## src/rtl/th_mn_array_if.sv

```systemverilog
// Threshold-gate array bus: evaluate enable, channel inputs, gate outputs and wave status.
interface th_mn_array_if #(
  parameter int unsigned CH     = 4,
  parameter int unsigned IN_NUM = 4
);
  logic                 en;
  logic [CH*IN_NUM-1:0] in;
  logic [CH-1:0]        out;
  logic                 wave_done;
  logic [15:0]          wave_cnt;
  logic                 err;

  modport master (
    output en, in,
    input  out, wave_done, wave_cnt, err
  );

  modport slave (
    input  en, in,
    output out, wave_done, wave_cnt, err
  );
endinterface

```

## src/rtl/th_mn_array.sv

```systemverilog
// Array of CH weighted threshold gates with a wave-tracking FSM.
// ENC "FP": four-phase return-to-null with hysteresis; "TP": two-phase transition gates.
// Define TH_MN_ARRAY_DBG_EN to expose dbg_en/dbg_in/dbg_out/dbg_state copies of internal values.
module th_mn_array #(
  parameter              ENC     = "FP",
  parameter int unsigned CH      = 4,
  parameter int unsigned IN_NUM  = 4,
  parameter int unsigned THRESH  = 2,
  parameter int unsigned WEIGHT0 = 1,
  parameter bit          INIT    = 1'b0
) (
  input logic          clk,
  input logic          rst,
  th_mn_array_if.slave bus
`ifdef TH_MN_ARRAY_DBG_EN
  ,
  output logic                 dbg_en,
  output logic [CH*IN_NUM-1:0] dbg_in,
  output logic [CH-1:0]        dbg_out,
  output logic [1:0]           dbg_state
`endif
);

  localparam bit          IsTp   = (ENC == "TP");
  localparam int unsigned MaxSum = WEIGHT0 + IN_NUM - 1;
  localparam int unsigned SumW   = $clog2(MaxSum + 1) + 1;

  typedef enum logic [1:0] {
    StIdle  = 2'd0,
    StFill  = 2'd1,
    StFull  = 2'd2,
    StDrain = 2'd3
  } state_e;

  state_e        state_q, state_d;
  logic [CH-1:0] out_q, out_d;
  logic [CH-1:0] snap_q, snap_d;
  logic [CH-1:0] fire;
  logic          done_q, done_d;
  logic          err_q, err_d;
  logic [15:0]   cnt_q;

  for (genvar c = 0; c < CH; c++) begin : g_ch
    logic [IN_NUM-1:0] ch_in;
    logic [IN_NUM-1:0] ev;
    logic [SumW-1:0]   sum;

    assign ch_in = bus.in[c*IN_NUM +: IN_NUM];
    // Two-phase gates count inputs that currently differ from the output level.
    assign ev    = IsTp ? (ch_in ^ {IN_NUM{out_q[c]}}) : ch_in;

    // Weighted sum: input 0 carries WEIGHT0, every other input weight 1.
    always_comb begin
      sum = ev[0] ? SumW'(WEIGHT0) : '0;
      for (int i = 1; i < IN_NUM; i++) begin
        sum = sum + SumW'(ev[i]);
      end
    end

    assign fire[c]  = (sum >= SumW'(THRESH));
    // FP: set on threshold, clear only on full null, otherwise hold. TP: toggle on threshold.
    assign out_d[c] = IsTp ? (out_q[c] ^ fire[c]) :
                      fire[c] ? 1'b1 :
                      (ch_in == '0) ? 1'b0 : out_q[c];
  end

  logic          all0, all1;
  logic [CH-1:0] diff, back;

  assign all0 = (out_d == '0);
  assign all1 = &out_d;
  assign diff = out_d ^ snap_q;
  // Bits that toggled this edge and landed back on their snapshot level.
  assign back = (out_q ^ out_d) & ~diff;

  // Wave FSM next state, completion pulse and protocol-violation detection.
  always_comb begin
    state_d = state_q;
    snap_d  = snap_q;
    done_d  = 1'b0;
    err_d   = err_q;
    if (IsTp) begin
      if ((state_q == StFill) && (|back)) begin
        err_d = 1'b1;
      end
      if (&diff) begin
        snap_d  = out_d;
        state_d = StIdle;
        done_d  = 1'b1;
      end else if (|diff) begin
        state_d = StFill;
      end else begin
        state_d = StIdle;
      end
    end else begin
      unique case (state_q)
        StIdle: begin
          if (all1) begin
            state_d = StFull;
          end else if (!all0) begin
            state_d = StFill;
          end
        end
        StFill: begin
          if (|(out_q & ~out_d)) begin
            err_d = 1'b1;
          end
          if (all1) begin
            state_d = StFull;
          end else if (all0) begin
            // Aborted fill: back to idle without counting a wave.
            state_d = StIdle;
          end
        end
        StFull: begin
          if (all0) begin
            state_d = StIdle;
            done_d  = 1'b1;
          end else if (!all1) begin
            state_d = StDrain;
          end
        end
        StDrain: begin
          if (|(~out_q & out_d)) begin
            err_d = 1'b1;
          end
          if (all0) begin
            state_d = StIdle;
            done_d  = 1'b1;
          end else if (all1) begin
            state_d = StFull;
          end
        end
        default: state_d = StIdle;
      endcase
    end
  end

  // State registers; en low freezes everything and only lets the done pulse drop.
  always_ff @(posedge clk or posedge rst) begin
    if (rst) begin
      out_q   <= {CH{INIT}};
      snap_q  <= {CH{INIT}};
      state_q <= StIdle;
      done_q  <= 1'b0;
      cnt_q   <= 16'h0000;
      err_q   <= 1'b0;
    end else if (bus.en) begin
      out_q   <= out_d;
      snap_q  <= snap_d;
      state_q <= state_d;
      done_q  <= done_d;
      err_q   <= err_d;
      if (done_d) begin
        cnt_q <= cnt_q + 16'd1;
      end
    end else begin
      done_q <= 1'b0;
    end
  end

  assign bus.out       = out_q;
  assign bus.wave_done = done_q;
  assign bus.wave_cnt  = cnt_q;
  assign bus.err       = err_q;

`ifdef TH_MN_ARRAY_DBG_EN
  assign dbg_en    = bus.en;
  assign dbg_in    = bus.in;
  assign dbg_out   = out_q;
  assign dbg_state = state_q;
`endif

endmodule

```

## src/flat_wrapper.sv

```systemverilog
// flat-port wrapper written by rule: the top's interface ports become plain ports
module th_mn_array_flat 
#(
  parameter              ENC     = "  ",
  parameter int unsigned CH      = 4,
  parameter int unsigned IN_NUM  = 4,
  parameter int unsigned THRESH  = 2,
  parameter int unsigned WEIGHT0 = 1,
  parameter bit          INIT    = 1'b0
)
  (clk, rst, bus_en, bus_in, bus_out, bus_wave_done, bus_wave_cnt, bus_err);
  th_mn_array_if #(.CH(CH), .IN_NUM(IN_NUM)) bus_i ();
  input logic clk;
  input logic rst;
  input wire logic [$bits(bus_i.en)-1:0] bus_en;
  input wire logic [$bits(bus_i.in)-1:0] bus_in;
  output wire logic [$bits(bus_i.out)-1:0] bus_out;
  output wire logic [$bits(bus_i.wave_done)-1:0] bus_wave_done;
  output wire logic [$bits(bus_i.wave_cnt)-1:0] bus_wave_cnt;
  output wire logic [$bits(bus_i.err)-1:0] bus_err;
  assign bus_i.en = bus_en;
  assign bus_i.in = bus_in;
  assign bus_out = bus_i.out;
  assign bus_wave_done = bus_i.wave_done;
  assign bus_wave_cnt = bus_i.wave_cnt;
  assign bus_err = bus_i.err;
  th_mn_array #(.ENC(ENC), .CH(CH), .IN_NUM(IN_NUM), .THRESH(THRESH), .WEIGHT0(WEIGHT0), .INIT(INIT)) u_core (.clk(clk), .rst(rst), .bus(bus_i));
endmodule
```

## config.mk

```make
export PLATFORM = sky130hd
export DESIGN_NAME = th_mn_array_flat
export DESIGN_NICKNAME = d
export VERILOG_FILES = /design/src/rtl/th_mn_array_if.sv /design/src/rtl/th_mn_array.sv /design/src/flat_wrapper.sv
export SDC_FILE = /design/constraint.sdc
export NUM_CORES = 1
export LEC_CHECK = 0
export CORE_MARGIN = 1
export CORE_UTILIZATION = 44
export CTS_BUF_LIST = sky130_fd_sc_hd__clkbuf_4
export DETAILED_ROUTE_END_ITERATION = 7
export PLACE_DENSITY = 0.86
export RECOVER_POWER = 100
export SLEW_MARGIN = 10
export SYNTH_ARGS = -nofsm -noshare
export SYNTH_HDL_FRONTEND = slang
export SYNTH_SLANG_ARGS = --single-unit
```

## constraint.sdc

```tcl
create_clock -name clk -period 1.52 [get_ports clk]
set_clock_uncertainty 0.15 [all_clocks]
set_input_delay 0.456 -clock clk [delete_from_list [all_inputs] [get_ports clk]]
set_output_delay 0.456 -clock clk [all_outputs]
set_load 0.1 [all_outputs]
```

==> results of run 1 <==
stage by stage:
step,hold WS [ns],TNS (ns)
4_1_cts,0.290,-12.77
3_3_place_gp,0.347,-28.23
2_1_floorplan,0.319,-13.46
3_5_place_dp,0.351,-30.26
what timing repair did:
item,4_1_cts
setup endpoints to repair,46
gates cloned,1
pin swaps,22
resized for setup,97
setup buffers,28
per-layer routing:
layer,GRT usage,overflow
met1,0.675,0
met3,0.465,0
met2,0.937,18
met4,0.900,29
met5,0,0
cell families after synthesis:
group | synth area share
flops | 0.413
buf+inv | 0.0576
mux | 0.0155
fa+ha+maj | 0.0980
simple gates | 0.235
compound gates | 0.0912
xor+xnor | 0.0903
==> impl_results.md, run 1 <==
* Worst endpoint pin kind: sequential cell input
* Clk sink count at 24
* Port Buf Inserts at 40
* Synthesized area at 1460 um^2
* Commonest cells post-synth: dfrtp_1 (24), xnor2_1 (14), inv_1 (13)
* Die outline height at 59.5 um
* Distinct cells, synth at 36
* Ys flop type: dfrtp_1
* Largest net degree at the start of global routing at 25
* FF+latch count, synth at 24
* Failing step: global routing
* Clk buf depth at 2
* Top post-synthesis cells by area: dfrtp_1 (41%), xnor2_1 (8.4%), fa_1 (5.5%)
* Post-synth top area share at 0.413
* Number of synthesized flops with an enable pin at 0
* Status: did not finish
* Top-count cell post-synth: dfrtp_1
* Average size of a mapped cell at 10.0 um^2
* Cell Rows at 20
* Placed cell areas at 2440 um^2
* Die Wd at 59.5 um
* Dominant cell type by area after synthesis: dfrtp_1
* Worst setup endpoint GRT: u_core.state_q[0]$_DFFE_PP0P_/D
* CTS buffer count at 3
* Final Wtd Congestion at 0.845
* Pre-CTS WS at -1.52 ns
* Error: [ERROR GRT-0232] Routing congestion too high. Check the congestion heatmap in the GUI.
* Post-synthesis instance total at 145
* Cts hold-fix bufs at 0
* Share of async-settable or async-resettable flops after synthesis at 1.00
* Clk root buf: clkbuf_4
* # IOs at 41
* HPWL after DPL at 3.08 mm
* Gr usage total at 0.718
* H-tree levels at 1
* GR Overflow Total at 47
* Synth Warn # at 0
* Seq/Total Area, Yosys at 0.413
* Post-Syn Nets at 173
* Initial core utilization at 0.469
* Placed instance count at 257
==> inputs of run 2 (changes only) <==
CORE_UTILIZATION = 34   (was 44)
CTS_BUF_LIST = not set   (was sky130_fd_sc_hd__clkbuf_4)
PLACE_DENSITY = not set   (was 0.86)
PLACE_DENSITY_LB_ADDON = 0.15   (was not set)
clock period = 2 ns   (was 1.52 ns; I/O delays follow)
==> impl_results.md, run 2 <==
* Least-Margin Pin Slew at 0.587 ns
* Status: finished, violations left
* XOR/XNOR Fraction of Synth Area at 0.0903 (unchanged)
* Gr usage total at 0.191
* HPWL after DPL at 2.65 mm (-14%)
* Clk sink count at 24 (unchanged)
* PwrDens at 497 nW/um^2
* FF+latch count, synth at 24 (unchanged)
* Adder-cell share of the synthesized area at 0.0980 (unchanged)
* Main combinational cell family by area after synthesis: simple AND/OR/NAND/NOR gates
* Top post-synthesis cells by area: dfrtp_1 (41%), xnor2_1 (8.4%), fa_1 (5.5%)
* Most frequent cells in the layout: buf_4 (34), dfrtp_1 (23), xnor2_1 (13)
* Synth Warn # at 0 (unchanged)
* Max reg flops at 16
* Part of the power in registers at 0.439
* Max-Cap Viols at 0
* DRC viols at 0
* Synth Area in Compound Gates at 0.0911 (unchanged)
* Total power draw at 1.18 mW
* Share of layout cells above drive strength 1 at 0.531
* Clock power share at 0.244
* Die ar. at 4550 um^2
* CTS buffer count at 3 (unchanged)
* Top-count cell post-synth: dfrtp_1
* Setup WS post-layout at -0.342 ns
* CP startpoint kind: input pin
* Final Wtd Congestion at 0.812 (-4.0%)
* Initial core utilization at 0.359 (-0.110)
* Slew Limit Fails at 0
* Ys flop type: dfrtp_1
* Worst Hold Class: reg -> reg
* Vias in the first global route at 1479
* Simple-gate share of the synthesized area at 0.235 (unchanged)
* Pre-CTS WS at -1.10 ns (+0.426 ns)
* Violated checks: setup timing
* Crit. End Element: flop
* Worst-path clk slew at 0.08 ns
* Number of synthesized flops with an enable pin at 0 (unchanged)
* Routed len/inst at 14.0 um
* Placed instance count at 255 (-0.78%)
* Commonest cells post-synth: dfrtp_1 (24), xnor2_1 (14), inv_1 (13)
* Mux contribution to synthesized area at 0.0155 (unchanged)
* Distinct cells, synth at 36 (unchanged)
* Final Non-Filler Cells at 276
* Share of async-settable or async-resettable flops after synthesis at 1.00 (unchanged)
* Post-synth top area share at 0.413 (unchanged)
* Most common cell after layout, fill and taps aside: buf_4
* Core Area at 4060 um^2
* Comb power frac at 0.316
* Seq/Total Area, Yosys at 0.413 (unchanged)
* Psw at 0.379 mW
* Cell Rows at 23 (+15%)
* Number of diodes at 0
* Period utilization at 1.17
* Largest net degree at the start of global routing at 25
* GR Overflow Total at 0
* DR pass1 iterations at 4
* DRT Wirelength at 3.87 mm
* Antenna Nets Post-Route at 0
* Dominant cell type by area after synthesis: dfrtp_1
* Post-route cell area at 2370 um^2
* Average size of a mapped cell at 10.0 um^2 (unchanged)
* Max Fclk at 427 MHz
* Vias post-DR at 1359
* # IOs at 41 (unchanged)
* Max-slew headroom at 0.609
* Critical path class: in -> reg
* Worst Path Max Fanout at 7
* Cts hold-fix bufs at 0 (unchanged)
* First-pass GRT wire length at 6.53 mm
* Post-Syn Nets at 173 (unchanged)
* Worst EP required at 2.00 ns
* Final setup viols at 20
* Initial antenna violation count at 0
* Clk root buf: clkbuf_8
* Via density at 4.92
* Leak at 1.12 nW
* Die Wd at 67.4 um (+13%)
* Placed cell areas at 2320 um^2 (-4.8%)
* RSZ-0062 raised after global routing: yes
* Synthesized area at 1460 um^2 (unchanged)
* P&R area growth vs syn at 63.2%
* Nets at 255
* Post-synthesis instance total at 145 (unchanged)
* Clk Latency, worst-skew pair at 0.26 ns
* Post-layout min period at 2.34 ns
* Iteration-0 DRC Markers at 36
* Internal at 0.801 mW
* Max VDD drop at 0.311 mV
* H-tree levels at 1 (unchanged)
* Port Buf Inserts at 40 (unchanged)
* Clk buf depth at 2 (unchanged)
* Sw Ratio at 0.322
* Critical path arrival at 2.34 ns
* Final hold vios at 0
* Die outline height at 67.4 um (+13%)
* CTS tree: yes
## run 2: cell counts after synthesis
No cell type changed its count.
## run 2: repair_timing
item                       4_1_cts  5_1_grt
pin swaps                       18       20
setup endpoints to repair       24       21
gates resized for setup         79       12
buffers inserted                14        4
gates cloned                     1        0
## run 2: cell families (layout without fill, tap and decap cells)
kind of cell	after synthesis	after routing
simple gates	59	60
flops	24	24
compound gates	19	19
buf+inv	17	97
xor+xnor	15	15
fa+ha+maj	9	9
mux	2	2
## run 2: critical path, cell delays in order
cell and delay (ns):
buf_8 0.07, inv_4 0.03, fa_2 0.55, nand2b_4 0.12
a32o_2 0.20, buf_6 0.13, buf_6 0.08, and4_4 0.28
nand4_1 0.14, xnor2_1 0.14
## run 2: power groups by stage
stage | Clock (mW) | Sequential [mW] | Combinational (mW)
floorplan | 0 | 0.632 | 0.0939
global placement | 0 | 0.534 | 0.354
detailed placement | 0 | 0.535 | 0.363
CTS | 0.296 | 0.526 | 0.405
global route | 0.321 | 0.521 | 0.398
finish | 0.288 | 0.518 | 0.373
## run 2: layout make-up
cell class | count | area, um^2
clock buffer | 4 | 45.0
fill | 337 | 1680
inverter | 13 | 63.8
multi-input combinational | 105 | 932
sequential | 24 | 602
tap | 50 | 62.6
timing repair buffer | 80 | 669
## run 2: final timing paths
kind	startpoint	end	slack [ns]	cells past startpoint
worst max-delay path	bus_in[7]	u_core.bus.wave_cnt[5]$_DFFE_PP0P_	-0.34	10
worst min-delay path	u_core.bus.wave_cnt[15]$_DFFE_PP0P_	u_core.bus.wave_cnt[15]$_DFFE_PP0P_	0.34	1
worst max register to register	u_core.bus.out[3]$_DFFE_PP0P_	u_core.bus.wave_cnt[5]$_DFFE_PP0P_	0.16	6
worst min register to register	u_core.bus.wave_cnt[15]$_DFFE_PP0P_	u_core.bus.wave_cnt[15]$_DFFE_PP0P_	0.34	1
max in group asynchronous	rst	u_core.bus.wave_cnt[3]$_DFFE_PP0P_	0.52	3
min in group asynchronous	rst	u_core.bus.err$_DFFE_PP0P_	0.76	3
## run 2: metal layers
layer | share of wire | up-vias | global-route usage
met3 | 0.037 | 10 | 0.0321
li1 | - | 673 | -
met1 | 0.44 | 645 | 0.237
met4 | 0.024 | 0 | 0.0665
met2 | 0.50 | 31 | 0.331
met5 | 0 | - | 0
## run 2: per-stage QoR
stage          TNS, ns  hold slack, ns   util
2_1_floorplan    -6.51           0.331      -
3_3_place_gp    -19.94           0.347  0.573
3_5_place_dp    -21.52           0.350  0.573
4_1_cts          -4.94           0.371  0.635
5_1_grt          -6.51           0.372  0.585
6_report         -5.01           0.336  0.585
No activity file was read; power rests on OpenSTA's default activity.
==> inputs of run 3 (changes only) <==
CORE_MARGIN = 4   (was 1)
==> impl_results.md, run 3 (same netlist as run 2, synthesis figures left out) <==
* Least-Margin Pin Slew at 0.595 ns (+0.00790 ns)
* Share of layout cells above drive strength 1 at 0.537 (+0.00614)
* Final Wtd Congestion at 0.764 (-5.9%)
* Max reg flops at 16 (unchanged)
* Max VDD drop at 0.346 mV (+11%)
* RR Startpoint: u_core.bus.wave_cnt[4]$_DFFE_PP0P_
* Crit. End Element: flop
* Most common cell after layout, fill and taps aside: buf_4
* H-tree levels at 1 (unchanged)
* Largest net degree at the start of global routing at 25 (unchanged)
* Via density at 5.00 (+1.5%)
* Clk sink count at 24 (unchanged)
* Clk buf depth at 2 (unchanged)
* Initial core utilization at 0.359 (unchanged)
* Number of diodes at 0 (unchanged)
* DRT Wirelength at 4.15 mm (+7.2%)
* Hold endpoint: u_core.bus.wave_cnt[15]$_DFFE_PP0P_
* Placed cell areas at 2330 um^2 (+0.32%)
* Initial antenna violation count at 0 (unchanged)
* Total power draw at 1.32 mW (+12%)
* Post-route cell area at 2520 um^2 (+6.3%)
* Final hold vios at 0 (unchanged)
* Die Wd at 73.4 um (+8.9%)
* Routed len/inst at 14.9 um (+6.0%)
* Critical path cell sequence: buf_8 -> inv_8 -> fa_1 -> nor2b_1 -> o31a_2 -> nand3_4 -> or4_4 -> xnor2_2
* Finished Core Util at 0.622 (+0.0367)
* Cell Rows at 23 (unchanged)
* P&R area growth vs syn at 73.4%
* Worst r2r path cells at 5 (-1)
* Vias in the first global route at 1482 (+0.20%)
* Setup WS post-layout at -0.354 ns (-0.0115 ns)
* FF-to-FF End: u_core.bus.wave_cnt[13]$_DFFE_PP0P_
* Most frequent cells in the layout: buf_4 (38), dfrtp_1 (23), buf_12 (16)
* Worst EP required at 2.01 ns (about the same)
* Slew Limit Fails at 0 (unchanged)
* Gr usage total at 0.155 (-0.0356)
* PwrDens at 522 nW/um^2 (+5.2%)
* Hold_sp: u_core.bus.wave_cnt[15]$_DFFE_PP0P_
* Critical path class: in -> reg
* Max-slew headroom at 0.603 (-0.00527)
* CTS buffer count at 3 (unchanged)
* # IOs at 41 (unchanged)
* Vias post-DR at 1395 (+2.6%)
* Slowest stage cell, crit path: fa_1
* First-pass GRT wire length at 6.71 mm (+2.7%)
* DR pass1 iterations at 4 (unchanged)
* Antenna Nets Post-Route at 0 (unchanged)
* DRC viols at 0 (unchanged)
* Post-layout min period at 2.35 ns (+0.0115 ns)
* CP peak stage delay at 0.55 ns (about the same)
* Core Area at 4060 um^2 (unchanged)
* Worst Path Buf+Inv at 2 (-2)
* Worst Path Max Fanout at 5 (-2)
* Worst Hold Class: reg -> reg
* Die ar. at 5390 um^2 (+19%)
* Max Fclk at 425 MHz (-0.49%)
* CTS tree: yes
* GR Overflow Total at 0 (unchanged)
* Cell family with most CP delay: simple AND/OR/NAND/NOR gates
* HPWL after DPL at 2.84 mm (+6.9%)
* CP startpoint kind: input pin
* Die outline height at 73.4 um (+8.9%)
* Final setup viols at 21 (+5.0%)
* Clk root buf: clkbuf_8
* Reg2reg setup slack at 0.10 ns (-0.06 ns)
* RSZ-0062 raised after global routing: yes
* Nets at 258 (+1.2%)
* Period utilization at 1.18 (+0.00576)
* Iteration-0 DRC Markers at 57 (+58%)
* Worst-path clk slew at 0.09 ns (about the same)
* TNS Setup at -5.41 ns (-0.403 ns)
* Leak at 1.19 nW (+6.9%)
* Clk Latency, worst-skew pair at 0.27 ns (about the same)
* Max-Cap Viols at 0 (unchanged)
* Port Buf Inserts at 40 (unchanged)
* Status: finished, violations left
* Violated checks: setup timing
* Critical path arrival at 2.36 ns (+0.02 ns)
* Worst Hold Depth at 1 (unchanged)
## run 3: changes by cell type in the layout (fill, tap and decap cells not counted), sizes merged
cell,previous run,this run
buf,57,74
bufinv,0,1
clkbuf,19,6
clkdlybuf4s15,2,0
## run 3: cell type report
type / instances / area [um^2]
flip-flops and latches: 24 / 602
inverters: 13 / 58.8
well taps: 50 / 62.6
clock buffers: 3 / 41.3
multi-input cells: 105 / 897
fillers: 330 / 1530
clock inverters: 1 / 30.0
repair buffers: 83 / 832
## run 3: worst max-delay path by stage
stage                          start                             endpoint  cells after the start
final                     bus_in[15]   u_core.bus.wave_cnt[6]$_DFFE_PP0P_                      8
after global routing      bus_in[15]   u_core.bus.wave_cnt[6]$_DFFE_PP0P_                      8
after CTS                 bus_in[13]   u_core.bus.wave_cnt[6]$_DFFE_PP0P_                      8
after detailed placement  bus_in[15]   u_core.bus.wave_cnt[6]$_DFFE_PP0P_                      8
after global placement    bus_in[15]   u_core.bus.wave_cnt[6]$_DFFE_PP0P_                      8
after floorplan           bus_in[15]  u_core.bus.wave_cnt[11]$_DFFE_PP0P_                      9
## run 3: power by group
part | leakage [nW] | total (mW) | switching (mW) | internal (mW)
clock | 0.0357 | 0.428 | 0.160 | 0.267
combinational | 0.852 | 0.372 | 0.215 | 0.158
sequential | 0.306 | 0.519 | 0.0154 | 0.503
total | 1.19 | 1.32 | 0.390 | 0.928
## run 3: per-layer routing
layer,routed length [um],track usage,vias up,part of all wire
li1,-,-,673,-
met1,1760,0.196,693,0.42
met2,2210,0.279,27,0.53
met3,158,0.0219,2,0.038
met4,29,0.0362,0,0.0070
met5,0,0,-,0
## run 3: through the flow
step                      worst slack (ns)  hold WS [ns]  instances
after detailed placement             -1.07         0.374        256
after CTS                           -0.329         0.386        275
final                               -0.354         0.321        279
after global routing                -0.372         0.345        279
after global placement               -1.03         0.348        256
after floorplan                     -0.450         0.331        145
## run 3: repair_timing
action,in CTS,in global routing
hold buffers,0,0
gates cloned,1,0
buffers inserted,14,5
pin swaps,17,18
gates resized for setup,68,13
setup endpoints to repair,24,22
==> inputs of run 4 (changes only) <==
clock period = 1.96 ns   (was 2 ns; I/O delays follow)
==> impl_results.md, run 4 (same netlist as run 2, synthesis figures left out) <==
* Max VDD drop at 0.324 mV (-6.3%)
* Die ar. at 5390 um^2 (unchanged)
* Pre-CTS WS at -1.11 ns (-0.0442 ns)
* Port Buf Inserts at 40 (unchanged)
* Most frequent cells in the layout: buf_4 (38), dfrtp_1 (24), clkbuf_4 (14)
* Clk root buf: clkbuf_8
* GR Overflow Total at 0 (unchanged)
* Violated checks: setup timing
* Period utilization at 1.19
* Crit. End Element: flop
* Worst Hold Class: reg -> reg
* H-tree levels at 1 (unchanged)
* HPWL after DPL at 2.88 mm (+1.5%)
* Initial core utilization at 0.359 (unchanged)
* Status: finished, violations left
* Share of layout cells above drive strength 1 at 0.520 (-0.0173)
* # IOs at 41 (unchanged)
* Worst-path clk slew at 0.08 ns (about the same)
* First-pass GRT wire length at 7.00 mm (+4.2%)
* Vias in the first global route at 1527 (+3.0%)
* Clk buf depth at 2 (unchanged)
* Cell Rows at 23 (unchanged)
* Nets at 256 (-0.78%)
* Vias post-DR at 1374 (-1.5%)
* Antenna Nets Post-Route at 0 (unchanged)
* Leak at 1.16 nW (-3.0%)
* Max-slew headroom at 0.588 (-0.0154)
* DRC viols at 0 (unchanged)
* Max reg flops at 16 (unchanged)
* Core Area at 4060 um^2 (unchanged)
* CTS buffer count at 3 (unchanged)
* RSZ-0062 raised after global routing: yes
* Iteration-0 DRC Markers at 33 (-42%)
* Final hold vios at 0 (unchanged)
* Die Wd at 73.4 um (unchanged)
* Die outline height at 73.4 um (unchanged)
* Clk sink count at 24 (unchanged)
* Worst EP required at 1.96 ns (-0.05 ns)
* Worst Path Max Fanout at 5 (unchanged)
* Critical path arrival at 2.32 ns (-0.04 ns)
* Via density at 4.96 (-0.79%)
* Final Wtd Congestion at 0.765 (+0.13%)
* CTS tree: yes
* DR pass1 iterations at 4 (unchanged)
* Number of diodes at 0 (unchanged)
* P&R area growth vs syn at 66.7%
* Most common cell after layout, fill and taps aside: buf_4
* DRT Wirelength at 4.21 mm (+1.4%)
* Routed len/inst at 15.2 um (+2.2%)
* Clk Latency, worst-skew pair at 0.27 ns (about the same)
* PwrDens at 549 nW/um^2 (+5.1%)
* Largest net degree at the start of global routing at 25 (unchanged)
* CP startpoint kind: input pin
* Max Fclk at 430 MHz
* Max-Cap Viols at 0 (unchanged)
* Slew Limit Fails at 0 (unchanged)
* Least-Margin Pin Slew at 0.618 ns (+0.0231 ns)
* Setup WS post-layout at -0.366 ns (-0.0128 ns)
* Initial antenna violation count at 0 (unchanged)
* Post-layout min period at 2.33 ns
* Finished Core Util at 0.598 (-0.0241)
* Final setup viols at 20 (-4.8%)
* Gr usage total at 0.166 (+0.0108)
* Critical path class: in -> reg
run 4: cell count changes in the layout (fill, tap and decap cells not counted), moves of 2 or more:
| cell | previous run | this run |
|---|---|---|
| nand3_2 | 6 | 3 |
| clkbuf_4 | 0 | 14 |
| clkbuf_2 | 3 | 1 |
| buf_12 | 16 | 4 |
| buf_2 | 13 | 6 |
| buf_6 | 5 | 9 |
| nand3_4 | 1 | 3 |
run 4: power by group:
part	internal (mW)	total [mW]	switching, mW
clock	0.273	0.431	0.158
sequential	0.513	0.525	0.0116
combinational	0.154	0.376	0.222
total	0.940	1.33	0.392
run 4: cell type report:
cell class,count,area [um^2]
repair buffers,81,707
clock buffers,3,41.3
flip-flops and latches,24,601
multi-input cells,105,923
clock inverters,1,30.0
well taps,50,62.6
inverters,13,61.3
fillers,337,1630
run 4: final timing paths:
| check | start | end | slack (ns) | depth (start not counted) |
|---|---|---|---|---|
| max | bus_in[3] | u_core.state_q[0]$_DFFE_PP0P_ | -0.37 | 9 |
| min | u_core.bus.err$_DFFE_PP0P_ | u_core.bus.err$_DFFE_PP0P_ | 0.32 | 1 |
| max reg2reg | u_core.bus.wave_cnt[3]$_DFFE_PP0P_ | u_core.bus.wave_cnt[14]$_DFFE_PP0P_ | -0.04 | 5 |
| min reg2reg | u_core.bus.err$_DFFE_PP0P_ | u_core.bus.err$_DFFE_PP0P_ | 0.32 | 1 |
| max in group asynchronous | rst | u_core.bus.err$_DFFE_PP0P_ | 0.48 | 3 |
| min in group asynchronous | rst | u_core.bus.wave_cnt[15]$_DFFE_PP0P_ | 0.77 | 3 |
run 4: critical path, cell delays in order:
cell and delay (ns):
buf_8 0.08, inv_4 0.03, fa_1 0.46, or2b_1 0.26, a32o_2 0.29, buf_4 0.16, nor3_4 0.14, a21oi_2 0.07
mux2_4 0.26
run 4: routing by layer:
layer	GRT usage	wire length (um)	up-vias
met4	0.0443	70	0
met5	0	0	-
met3	0.0192	168	6
met1	0.212	1760	669
met2	0.297	2210	29
li1	-	-	670
run 4: stage by stage:
| step | power [mW] | hold WS [ns] | setup TNS, ns | area (um^2) | cells |
|---|---|---|---|---|---|
| after floorplan | 0.740 | 0.331 | -7.07 | 1500 | 145 |
| after global placement | 0.911 | 0.350 | -20.77 | 2350 | 259 |
| after detailed placement | 0.923 | 0.376 | -22.04 | 2350 | 259 |
| after CTS | 1.38 | 0.394 | -5.22 | 2580 | 274 |
| after global routing | 1.39 | 0.356 | -6.80 | 2430 | 277 |
| final | 1.33 | 0.323 | -5.64 | 2430 | 277 |
run 4: what timing repair did:
action                                  4_1_cts  5_1_grt
setup buffers                                10        3
hold buffers                                  0        0
endpoints found under the setup margin       24       21
cloned                                        1        0
resized for setup                            76       11
pin swaps                                    25       14
==> RTL edit, RTL diff (settings of run 3) <==
`INIT` is set to 1'b0 in 2 places; all go to 1'b1.
--- a/src/rtl/th_mn_array.sv
+++ b/src/rtl/th_mn_array.sv
@@ -7,7 +7,7 @@
   parameter int unsigned IN_NUM  = 4,
   parameter int unsigned THRESH  = 2,
   parameter int unsigned WEIGHT0 = 1,
-  parameter bit          INIT    = 1'b0
+  parameter bit          INIT    = 1'b1
 ) (
   input logic          clk,
   input logic          rst,
--- a/src/flat_wrapper.sv
+++ b/src/flat_wrapper.sv
@@ -6,7 +6,7 @@
   parameter int unsigned IN_NUM  = 4,
   parameter int unsigned THRESH  = 2,
   parameter int unsigned WEIGHT0 = 1,
-  parameter bit          INIT    = 1'b0
+  parameter bit          INIT    = 1'b1
 )
   (clk, rst, bus_en, bus_in, bus_out, bus_wave_done, bus_wave_cnt, bus_err);
   th_mn_array_if #(.CH(CH), .IN_NUM(IN_NUM)) bus_i ();
Formal check against the unedited RTL: not equivalent (Yosys sat finds a counterexample within 4 cycles, from zero or initial values and one cycle with rst high).
==> RTL edit against run 3 <==
The run still ends with negative setup slack left. Worst setup slack better by 13 ps. Power is 5.4% lower. Routed wire length up 3.9%. Final area shrank 3.1%. Area after synthesis up 0.34%. Sequential share of layout area up 0.91 points. Combinational power up 4%. Cell count grew 0.36%. Hold slack improved by 5.5 ps. Sequential cell count unchanged. Clock power fell by 21%. Largest cell class unchanged. Highest routed layer unchanged.
==> RTL edit: results (changes against run 3) <==
[yosys]
syn-num-nets=173  ; unchanged
synthTopCellsByArea=dfrtp_1 (34%), xnor2_1 (8.4%), dfstp_2 (7.2%)
async_reset_ff_share_pct=100  ; unchanged
synth-seq-area-share_pct=41.5  ; +0.20 points
ys_types=37  ; +2.8%
yosys.area_share.adder_pct=9.77  ; -0.034 points
synth_xor_area_share_pct=9.00  ; -0.031 points
synth_compound_area_share_pct=9.08  ; -0.031 points
yosys_warnings=0  ; unchanged
synth_mux_area_share_pct=1.54  ; -0.0053 points
synth_common_cells=dfrtp_1 (20), xnor2_1 (14), inv_1 (13)

[drt]
wl_met3_um=165  ; +4.4%
top_layer=met4
drtIter0Drc=48  ; -16%
vias=1406  ; +0.79%
dr.pass1.iters=4  ; unchanged
wl_met1_um=1750  ; -0.46%
wl_met2_um=2320  ; +5.3%
wl_um=4310  ; +3.9%

[pwr]
internal_power_w=0.000850  ; -8.4%
irDropWorstVdd_mv=0.223  ; -36%
p_leak_nw=1.21  ; +1.1%

[layout]
fin_nets=259  ; +0.39%
drive_gt1_share_pct=56.1  ; +2.4 points
largest_reg_flops=16  ; unchanged
antennaDiodeCount=0  ; unchanged

[setup_path]
critPathTopFamily=adder cells
critical_path_arrival_ps=2350
cpPeakStageDelay_ps=520  ; -30 ps
critPathSlowestCell=fa_1
worstPathMaxFanout=4  ; -1

[global_routing]
use_met3_pct=2.33  ; +0.14 points
grt_pass1_vias=1545  ; +4.3%
grt_pass1_wl_um=7090  ; +5.7%
track_usage_pct=16.8  ; +1.3 points
use_met1_pct=20.2  ; +0.58 points
antenna_found_initial=0  ; unchanged
grt_max_degree=25  ; unchanged
grtUsageMet2_pct=30.5  ; +2.6 points

[place]
hpwlAfterDp_um=2980  ; +5.1%
gp_congestion=0.857  ; +12%
port_buffers=40  ; unchanged

[clock_network]
worstSkewPairLatency_ps=270  ; about the same
clockRootBuffer=clkbuf_8
path_clk_slew_ps=90  ; about the same
cts.htree.levels=1  ; unchanged
clk_path_buf_depth=2  ; unchanged
numCtsBuffers=3  ; unchanged

[min_path]
worst_hold_path_type=register to register

[status]
status=finished with violations
violations=negative setup slack

[timing]
setup_viol=20  ; -4.8%
tightest_slew_ps=599  ; +3.83 ps
fin_ws_ps=-341  ; +12.9 ps

-- RTL edit: changes by cell type in the layout (fill, tap and decap cells not counted), moves of 3 or more --
| cell | run 3 | this run |
|---|---|---|
| dfstp_2 | 0 | 3 |
| clkbuf_4 | 0 | 7 |
| buf_6 | 5 | 9 |
| buf_12 | 16 | 5 |
| dfrtp_1 | 23 | 20 |
-- RTL edit: power groups by stage --
stage,registers (W),clock network (W),logic [W]
after global routing,0.000527,0.000352,0.000413
after global placement,0.000538,0,0.000352
after detailed placement,0.000539,0,0.000362
after floorplan,0.000636,0,0.0000947
final,0.000525,0.000336,0.000386
after CTS,0.000531,0.000334,0.000398
-- RTL edit: worst paths after layout --
path                                                     startpoint                                   to  slack, ps  cells after the start
worst max-delay path                                      bus_in[3]   u_core.bus.wave_cnt[1]$_DFFE_PP0P_       -340                      9
worst min-delay path            u_core.bus.wave_cnt[15]$_DFFE_PP0P_  u_core.bus.wave_cnt[15]$_DFFE_PP0P_        330                      1
worst max register to register        u_core.bus.out[3]$_DFFE_PP1P_        u_core.state_q[0]$_DFFE_PP0P_         20                      6
worst min register to register  u_core.bus.wave_cnt[15]$_DFFE_PP0P_  u_core.bus.wave_cnt[15]$_DFFE_PP0P_        330                      1
max in group asynchronous                                       rst           u_core.bus.err$_DFFE_PP0P_        550                      3
min in group asynchronous                                       rst   u_core.bus.wave_cnt[7]$_DFFE_PP0P_        760                      3
-- RTL edit: kinds of logic (layout without fill, tap and decap cells) --
logic type,after synthesis,count (layout)
muxes,2,2
adders and majority gates,9,9
AOI/OAI and AO/OA,19,19
xor gates and xnor gates,15,15
and+or+nand+nor,59,60
buffers and inverters,17,101
DFF,24,24
-- RTL edit: area by class of cell --
class,instances,area [sq um]
Fill cell,343,1640
Multi-Input combinational cell,105,936
Timing Repair Buffer,84,723
Sequential cell,24,606
Inverter,13,63.8
Tap cell,50,62.6
Clock buffer,4,55.1
-- RTL edit: stage by stage --
stage                     util (%)  cell area (sq um)  setup TNS, ps  std cells  setup slack [ps]
after global placement        57.0               2330         -20220        254             -1020
final                         59.9               2450          -5060        280              -341
after CTS                     62.4               2550          -4720        273              -322
after floorplan                  -               1510          -6360        145              -439
after global routing          59.9               2450          -6510        280              -423
after detailed placement      57.0               2330         -21260        254             -1080
-- RTL edit: what timing repair did --
item | 4_1_cts | 5_1_grt
setup buffers | 14 | 7
pin swaps | 23 | 21
cloned | 1 | 0
hold buffers | 0 | 0
gates resized for setup | 68 | 21
endpoints found under the setup margin | 24 | 21
-- RTL edit: worst register-to-register path, delay by kind of cell (launching register included) --
family | cells | cell delay, ps
and+or+nand+nor | 2 | 240
muxes | 1 | 260
DFF | 1 | 650
buffers and inverters | 1 | 130
AOI/OAI and AO/OA | 2 | 440
